===== config.mk =====
export PLATFORM = sky130hd
export DESIGN_NAME = regfile_sb
export DESIGN_NICKNAME = d
export VERILOG_FILES = /design/src/rtl/regfile_pkg.sv /design/src/rtl/regfile_scoreboard.sv /design/src/rtl/regfile_sb.sv
export SDC_FILE = /design/constraint.sdc
export NUM_CORES = 2
export LEC_CHECK = 0
export ABC_CLOCK_PERIOD_IN_PS = 6900
export BUFFER_PORTS_ARGS = -buffer_cell sky130_fd_sc_hd__buf_2
export CORE_MARGIN = 3
export CORE_UTILIZATION = 41
export CTS_BUF_LIST = sky130_fd_sc_hd__clkbuf_2 sky130_fd_sc_hd__clkbuf_4 sky130_fd_sc_hd__clkbuf_8
export CTS_CLUSTER_SIZE = 30
export DETAILED_ROUTE_END_ITERATION = 12
export PLACE_DENSITY = 0.65
export SLEW_MARGIN = 20
export SYNTH_ARGS = -nofsm -noshare
export SYNTH_HDL_FRONTEND = slang
export SYNTH_SLANG_ARGS = --single-unit
export TNS_END_PERCENT = 1

===== constraint.sdc =====
create_clock -name clock -period 6.9 [get_ports clock]
set_clock_uncertainty 0.05 [all_clocks]
set_input_delay 0.69 -clock clock [delete_from_list [all_inputs] [get_ports clock]]
set_output_delay 0.69 -clock clock [all_outputs]
set_load 0.01 [all_outputs]

===== src/rtl/regfile_pkg.sv =====
// Shared constants and types for the integer register file and its busy scoreboard.
package regfile_pkg;

  localparam int XLEN_DEF  = 32;
  localparam int NREGS_DEF = 32;

  typedef logic [4:0] reg_addr_t;

  // ABI register indices used by decode and the bench.
  localparam reg_addr_t REG_ZERO = 5'd0;
  localparam reg_addr_t REG_RA   = 5'd1;
  localparam reg_addr_t REG_SP   = 5'd2;
  localparam reg_addr_t REG_T0   = 5'd5;
  localparam reg_addr_t REG_T1   = 5'd6;
  localparam reg_addr_t REG_T2   = 5'd7;
  localparam reg_addr_t REG_A0   = 5'd10;
  localparam reg_addr_t REG_A1   = 5'd11;

endpackage


===== src/rtl/regfile_scoreboard.sv =====
// Per-register busy scoreboard: set at issue, cleared at writeback or flush,
// with a registered popcount of outstanding reservations.
module regfile_scoreboard
  import regfile_pkg::*;
#(
  parameter int NREGS = NREGS_DEF,
  parameter int AW    = $clog2(NREGS)
) (
  input  logic             clock,
  input  logic             reset,
  input  logic             we,
  input  logic [AW-1:0]    waddr,
  input  logic             issue_valid,
  input  logic [AW-1:0]    issue_addr,
  input  logic             flush,
  output logic             issue_ready,
  output logic [NREGS-1:0] busy,
  output logic [AW:0]      pending_cnt
);

  logic [NREGS-1:0] busy_reg, busy_next;
  logic [AW:0]      cnt_reg, cnt_next;

  // Ready looks only at the pre-edge busy bit, so a writeback in the same
  // cycle does not release a WAW stall.
  assign issue_ready = ~busy_reg[issue_addr];

  always_comb begin
    busy_next = busy_reg;
    if (we && waddr != AW'(REG_ZERO))
      busy_next[waddr] = 1'b0;
    // Applied after the writeback clear so a same-register issue wins.
    if (issue_valid && issue_ready && issue_addr != AW'(REG_ZERO))
      busy_next[issue_addr] = 1'b1;
    if (flush)
      busy_next = '0;
    cnt_next = '0;
    for (int i = 0; i < NREGS; i++)
      cnt_next = cnt_next + (AW+1)'(busy_next[i]);
  end

  always_ff @(posedge clock) begin
    if (reset) begin
      busy_reg <= '0;
      cnt_reg  <= '0;
    end else begin
      busy_reg <= busy_next;
      cnt_reg  <= cnt_next;
    end
  end

  assign busy        = busy_reg;
  assign pending_cnt = cnt_reg;

endmodule


===== src/rtl/regfile_sb.sv =====
// Integer register file with NRD combinational read ports, one write port and a busy scoreboard.
// Optional write-through forwarding to the read ports: define REGFILE_SB_BYPASS_EN.
module regfile_sb
  import regfile_pkg::*;
#(
  parameter int XLEN  = XLEN_DEF,
  parameter int NREGS = NREGS_DEF,
  parameter int NRD   = 2,
  parameter int AW    = $clog2(NREGS)
) (
  input  logic              clock,
  input  logic              reset,
  input  logic [NRD*AW-1:0] rd_addr,
  output logic [NRD*XLEN-1:0] rd_val,
  output logic [NRD-1:0]    rd_busy,
  input  logic              we,
  input  logic [AW-1:0]     waddr,
  input  logic [XLEN-1:0]   wdata,
  input  logic              issue_valid,
  input  logic [AW-1:0]     issue_addr,
  output logic              issue_ready,
  input  logic              flush,
  output logic [AW:0]       pending_cnt,
  input  logic [AW-1:0]     dbg_addr,
  output logic [XLEN-1:0]   dbg_val
);

  logic [XLEN-1:0]  regs_reg [NREGS];
  logic [NREGS-1:0] busy;

  regfile_scoreboard #(.NREGS(NREGS), .AW(AW)) u_scoreboard (
    .clock       (clock),
    .reset       (reset),
    .we          (we),
    .waddr       (waddr),
    .issue_valid (issue_valid),
    .issue_addr  (issue_addr),
    .flush       (flush),
    .issue_ready (issue_ready),
    .busy        (busy),
    .pending_cnt (pending_cnt)
  );

  // x0 is never written, so it holds the reset value of zero.
  always_ff @(posedge clock) begin
    if (reset) begin
      for (int i = 0; i < NREGS; i++)
        regs_reg[i] <= '0;
    end else if (we && waddr != AW'(REG_ZERO)) begin
      regs_reg[waddr] <= wdata;
    end
  end

  for (genvar gi = 0; gi < NRD; gi++) begin : g_rd
    logic [AW-1:0] addr;
    logic          is_zero;
    assign addr    = rd_addr[gi*AW +: AW];
    assign is_zero = (addr == AW'(REG_ZERO));
`ifdef REGFILE_SB_BYPASS_EN
    logic fwd;
    assign fwd = we && (waddr == addr) && !is_zero;
    assign rd_val[gi*XLEN +: XLEN] = is_zero ? '0 : (fwd ? wdata : regs_reg[addr]);
    assign rd_busy[gi]             = !is_zero && !fwd && busy[addr];
`else
    assign rd_val[gi*XLEN +: XLEN] = is_zero ? '0 : regs_reg[addr];
    assign rd_busy[gi]             = !is_zero && busy[addr];
`endif
  end

  assign dbg_val = regs_reg[dbg_addr];

endmodule


# Word-level counts from Yosys, hierarchy flattened
# Memories as Yosys holds them, arrays and structs flattened.
# Index checks and enable logic that the tools add are counted.
# W data, S select, Z words.
# classes
n_addsub	31
multipliers	0
div_mod_pow	0
n_lt_le_gt_ge	6
n_eq_ne	0
shifts	0
n_mux	23
n_bitwise	4
n_reduce_logical	14
# ops
cell	count
$mux W32	6
$add A6 B1 Y6	30
$and A32 B32 Y32	1
$not A32 Y32	1
$or A32 B32 Y32	1
$reduce_or A32 Y1	1
$lt A5 B6 Y1 const B	4
$bmux W1 S5	3
$mux W1	11
$demux W1 S5	2
$ge A5 B1 Y1 const B	2
$logic_not A5 Y1	2
$reduce_bool A5 Y1	2
$logic_and A1 B1 Y1	7
$mux W5	1
$add A1 B1 Y2	1
$logic_not A1 Y1	2
$not A1 Y1	1
# word_totals
register_bits	38
latchBits	0
ramBits	1024
rom_bits	0
input_bits	62
out_inout_bits	105
elab_cells	81
mem_count	1
# mem_list
name	words	width	read_ports	rd_ports_with_merged_regs	wr	line	text
regs_reg	32	32	3	0	32	regfile_sb.sv:28	logic [XLEN-1:0] regs_reg [NREGS];

# Longest topological paths before layout
# logic_depth
word_depth	41
depth_mapped	24
depth_no_buf	21

# Hierarchy
# Synthesis repeated with hierarchy kept, for this count alone.
# unflattened
hier_cells	4251
hier_area_um2	65472.8
# by_module_without_submodules
module	instances	cells_each	area_each_um2	seq_area_each_um2
regfile_sb	1	3923	62543.7	30749.5
regfile_scoreboard	1	328	2929.1	760.7

# Least setup slack after synthesis
# Ideal clock, no wire load.
# synth_timing
kind	input -> register
startpoint	input issue_addr[4]
endpoint	register u_scoreboard.cnt_reg[4], in the netlist u_scoreboard.pending_cnt[4]
setup_time_ns	0.125
arrival_time_ns	6.458
t_required_ns	6.725
path_slack_ns	0.268
path_stages	23
path_buffers	2
cell_sequence	clkbuf_1 > nor3b_1 > a22oi_1 > a22o_1 > buf_2 > a32oi_1 > nor2_1 > fa_1 > inv_1 > fa_1 > inv_1 > fa_1 > fa_1 > fa_1 > inv_1 > fa_1 > fa_1 > fa_1 > inv_1 > a21o_1 > a21oi_1 > xor2_1 > nor2_1
# synth_via
elab_cells_between_ends	45
cone_classes	31 x add/sub; 2 x order compare; 6 x mux; 2 x bitwise; 4 x reduce/logical
# synth_lines
item	line	text
start: declaration	regfile_sb.sv:20	input logic [AW-1:0] issue_addr,
$lt A5 B6 Y1 (not written as such), or another cell as far along	regfile_scoreboard.sv:34	busy_next[issue_addr] = 1'b1;
$logic_and A1 B1 Y1 (not written as such) / $mux W1 (equally long branches)	regfile_scoreboard.sv:34, regfile_scoreboard.sv:26	
$mux W1 (not written as such) / $not A1 Y1 (equally long branches)	regfile_scoreboard.sv:34, regfile_scoreboard.sv:26	
$demux W1 S5 / $logic_and A1 B1 Y1 (equally long branches)	n/a	
$or A32 B32 Y32 (no line) / $logic_and A1 B1 Y1 (equally long branches)	n/a	
$mux W32 *	regfile_scoreboard.sv:33	if (issue_valid && issue_ready && issue_addr != AW'(REG_ZERO))
$mux W32 *	regfile_scoreboard.sv:35	if (flush)
net u_scoreboard.busy_next[12]	regfile_scoreboard.sv:21	logic [NREGS-1:0] busy_reg, busy_next;
$add A6 B1 Y6 * (20 in a row)	regfile_scoreboard.sv:39	cnt_next = cnt_next + (AW+1)'(busy_next[i]);
end signal: assignment	regfile_scoreboard.sv:48	cnt_reg <= cnt_next;
end: declaration	regfile_scoreboard.sv:22	logic [AW:0] cnt_reg, cnt_next;
# The timed path passes the listed nets; every way through them passes the cells marked *. The select of a mux whose other input is x is not followed.
# A chain may end at the register's enable or synchronous reset.

# Final worst setup path
# layout_timing
startpoint	register u_scoreboard.busy_reg[0], in the netlist u_scoreboard.busy[0]
endpoint	register u_scoreboard.cnt_reg[4], in the netlist u_scoreboard.pending_cnt[4]
# layout_via
elab_chain_cells	38
elab_cells_between_ends	41
cone_classes	31 x add/sub; 5 x mux; 3 x bitwise; 2 x reduce/logical
# layout_rtl
item	line	text
start: declaration	regfile_scoreboard.sv:21	
start signal: assignment	regfile_scoreboard.sv:47	busy_reg <= busy_next;
$bmux W1 S5	regfile_scoreboard.sv:26	assign issue_ready = ~busy_reg[issue_addr];
$mux W1 (not written as such)	regfile_scoreboard.sv:26	
$not A1 Y1	regfile_scoreboard.sv:26	
$logic_and A1 B1 Y1 (2 in a row)	regfile_scoreboard.sv:33	
$mux W32 *	regfile_scoreboard.sv:33	
$mux W32 *	regfile_scoreboard.sv:35	
$add A1 B1 Y2	regfile_scoreboard.sv:39	
$add A6 B1 Y6 (29 in a row)	regfile_scoreboard.sv:39	
$add A6 B1 Y6 *	regfile_scoreboard.sv:39	
# Mark *: on every way between the ends. The rest lies on a longest branch, timed or not. The select of a mux whose other input is x is not followed.

==> impl_metrics.toml <==
[grt]
antenna_found_initial = 28
grt_max_degree = 103
grt_pass1_vias = 41700
grt_pass1_wl_mm = 324
track_usage_pct = 28.4
overflow = 0

[sta]
tightest_slew_ps = 1130
slew_headroom_pct = 24.5
hold_viol_final = 0
fin_crit_sh_pct = 93.7
min_period_ps = 6470
clock.fmax_ghz = 0.155
maxSlewViolCount = 0
setup_viol = 0
fin_setup_tns_ps = 0
grt_setup_unrepaired = "no"

[die]
dieHeight_um = 405
core-area_mm2 = 0.157
num_rows = 145
ios = 167
start_util_pct = 41.5
die_w_um = 405
dieArea_mm2 = 0.164

[cts]
cts_setup_buffers = 0
ctsLongestPathBuffers = 3
cts_tree = "yes"
cts_root_buffer = "clkbuf_8"
h-tree-depth = 4
worstSkewPairLatency_ps = 920
hold_buffers = 0
cts_buffers = 185
cts.sink_count = 1062
clkTransAtPathRegs_ps = 60
cts_resized = 0

[hold_path]
hp-class = "in2reg"

[finish]
largest_reg_flops = 1024
seqCellArea_mm2 = 0.0315
finalNetCount = 4155
fin_util_pct = 45.9
area_growth_pct = 10.6
final_cell_mix = "1024 x edfxtp_1, 998 x and2_1, 983 x mux4_2"
final_common_cell = "edfxtp_1"
fillers = 13400
drive_gt1_share_pct = 40.1
stdcell_count = 6278
multiInputGateArea_mm2 = 0.0323

[routing]
drt_iter0_markers = 6794
post_drt_wl_per_cell_um = 36.9
ant_nets = 0
drtPass1Iterations = 6
viasPerCell = 6.62
routed_wl_mm = 231
vias = 41600
drcViolationCount = 0

[place]
gp_congestion = 0.860
io_buffers = 166
dp_cells = 5932
dp_hpwl_mm = 126

[setup_path]
path_common_cell = "fa_1"
cp_max_fo = 5
cpMaxStageDelayCell = "fa_1"
cp.arrival_ps = 7200
path_class = "reg2reg"
critical_path.endpoint_type = "flip-flop"
cp_cell_sequence = "mux4_2 > nor4b_1 > a221oi_1 > nand3_1 > o31a_1 > fa_1 > fa_1 > fa_1 > inv_1 > fa_1 > fa_1 > inv_1 > fa_1 > fa_1 > fa_1 > inv_1 > a21o_1 > a21oi_1 > xor2_1 > nor2_1"
cp-start-kind = "flip-flop"
worst_ep_required_time_ps = 7630
critical-path-max-stage-delay_ps = 590

[yosys]
synth.distinct_cells = 46
synth_area_mm2 = 0.0653
postSynth.asyncResetShare_pct = 0
postSynthAreaPerCell_um2 = 16.3
netlist_instances = 4004
synth_edf_count = 1024
ys_ff_latch = 1062
synth-seq-area-share_pct = 48.2
ys.flop_type = "edfxtp_1"
synth_warnings = 0

[pwr]
irDropWorstVdd_uv = 195
powerDensity_mw_per_mm2 = 225
p_leak_nw = 24.4

[job]
maxCapViolCount = 0

[outcome]
status = "finished clean"
==> stage by stage <==
stage / worst slack [ps] / hold WS (ps) / total power, mW / area [um^2]
detailed placement: -128 / 461 / 10.5 / 68600
global placement: -53.6 / 452 / 10.4 / 68600
global route: 172 / 150 / 16.7 / 72200
CTS: 407 / 97.9 / 16.3 / 72200
floorplan: 268 / 426 / 9.45 / 65400
finish: 433 / 175 / 16.2 / 72200
==> worst max-delay path: cells and delay by family, from the launching register on <==
kind	cells	cell delay [ps]
fa+ha+maj	8	3850
compound gates	4	800
simple gates	3	480
mux	1	480
flops	1	340
buf+inv	3	180
xor+xnor	1	140
==> cell usage after synthesis (2+ instances only) <==
master,n,area share [%]
mux4_2,983,34
ha_1,8,0.15
clkbuf_1,338,1.9
nor2b_1,3,0.029
inv_1,24,0.14
or2_2,26,0.25
o31ai_1,4,0.046
nand2_1,37,0.21
and3_1,5,0.048
a22oi_1,16,0.18
nand3b_1,5,0.057
and2_1,998,9.6
nor2_1,153,0.88
a32oi_1,13,0.17
nand2b_1,30,0.29
a21oi_1,6,0.046
mux2_2,38,0.66
dfxtp_1,38,1.2
or4_1,3,0.034
mux2i_1,70,1.1
o221ai_1,2,0.027
buf_1,22,0.13
or3b_2,3,0.040
xor2_1,2,0.027
buf_4,7,0.080
buf_2,88,0.67
edfxtp_1,1024,47
nand3_1,5,0.038
buf_6,3,0.052
o31a_1,2,0.027
nor3b_1,6,0.069
and3b_1,4,0.054
fa_1,24,0.74
nand4_1,2,0.019
==> metal layers <==
layer / GRT usage, % / up-vias / wire length, um
met3: 7.11 / 614 / 28300
met1: 37.6 / 21700 / 83300
met5: 0.0892 / - / 18
met2: 44.1 / 3159 / 109000
met4: 13.4 / 4 / 11000
li1: - / 16100 / -
==> cell families (layout without fill, tap and decap cells) <==
kind of cell | count (synthesis) | count (layout) | share of synthesized area (%)
other cells | 1 | 50 | 0.00574
simple gates | 1285 | 1285 | 11.6
flops | 1062 | 1062 | 48.2
mux | 1091 | 1091 | 35.6
fa+ha+maj | 32 | 32 | 0.889
buf+inv | 482 | 649 | 3.01
xor+xnor | 3 | 3 | 0.0402
compound gates | 48 | 48 | 0.559
==> path summary, 6_finish.rpt <==
| path | startpoint | end | slack (ps) | depth (start not counted) |
|---|---|---|---|---|
| setup reg to reg | u_scoreboard.busy[0] | u_scoreboard.pending_cnt[4] | 430 | 20 |
| setup / recovery | u_scoreboard.busy[0] | u_scoreboard.pending_cnt[4] | 430 | 20 |
| hold / removal | reset | u_scoreboard.pending_cnt[1] | 180 | 2 |
| hold reg to reg | u_scoreboard.busy[0] | u_scoreboard.busy[0] | 470 | 1 |
==> final cells by class <==
class	instances	area share, %
Antenna cell	18	0.0623
Inverter	24	0.125
Timing Repair Buffer	297	2.86
Clock buffer	231	4.02
Multi-Input combinational cell	2491	44.8
Sequential cell	1062	43.6
Clock inverter	97	0.992
Tap cell	2058	3.56
==> where the power goes <==
| part | internal, mW | switching (mW) |
|---|---|---|
| Sequential | 7.44 | 0.239 |
| Combinational | 1.26 | 1.41 |
| Clock | 3.08 | 2.82 |
| Total | 11.8 | 4.47 |
Power figures use the tool's default switching activity.
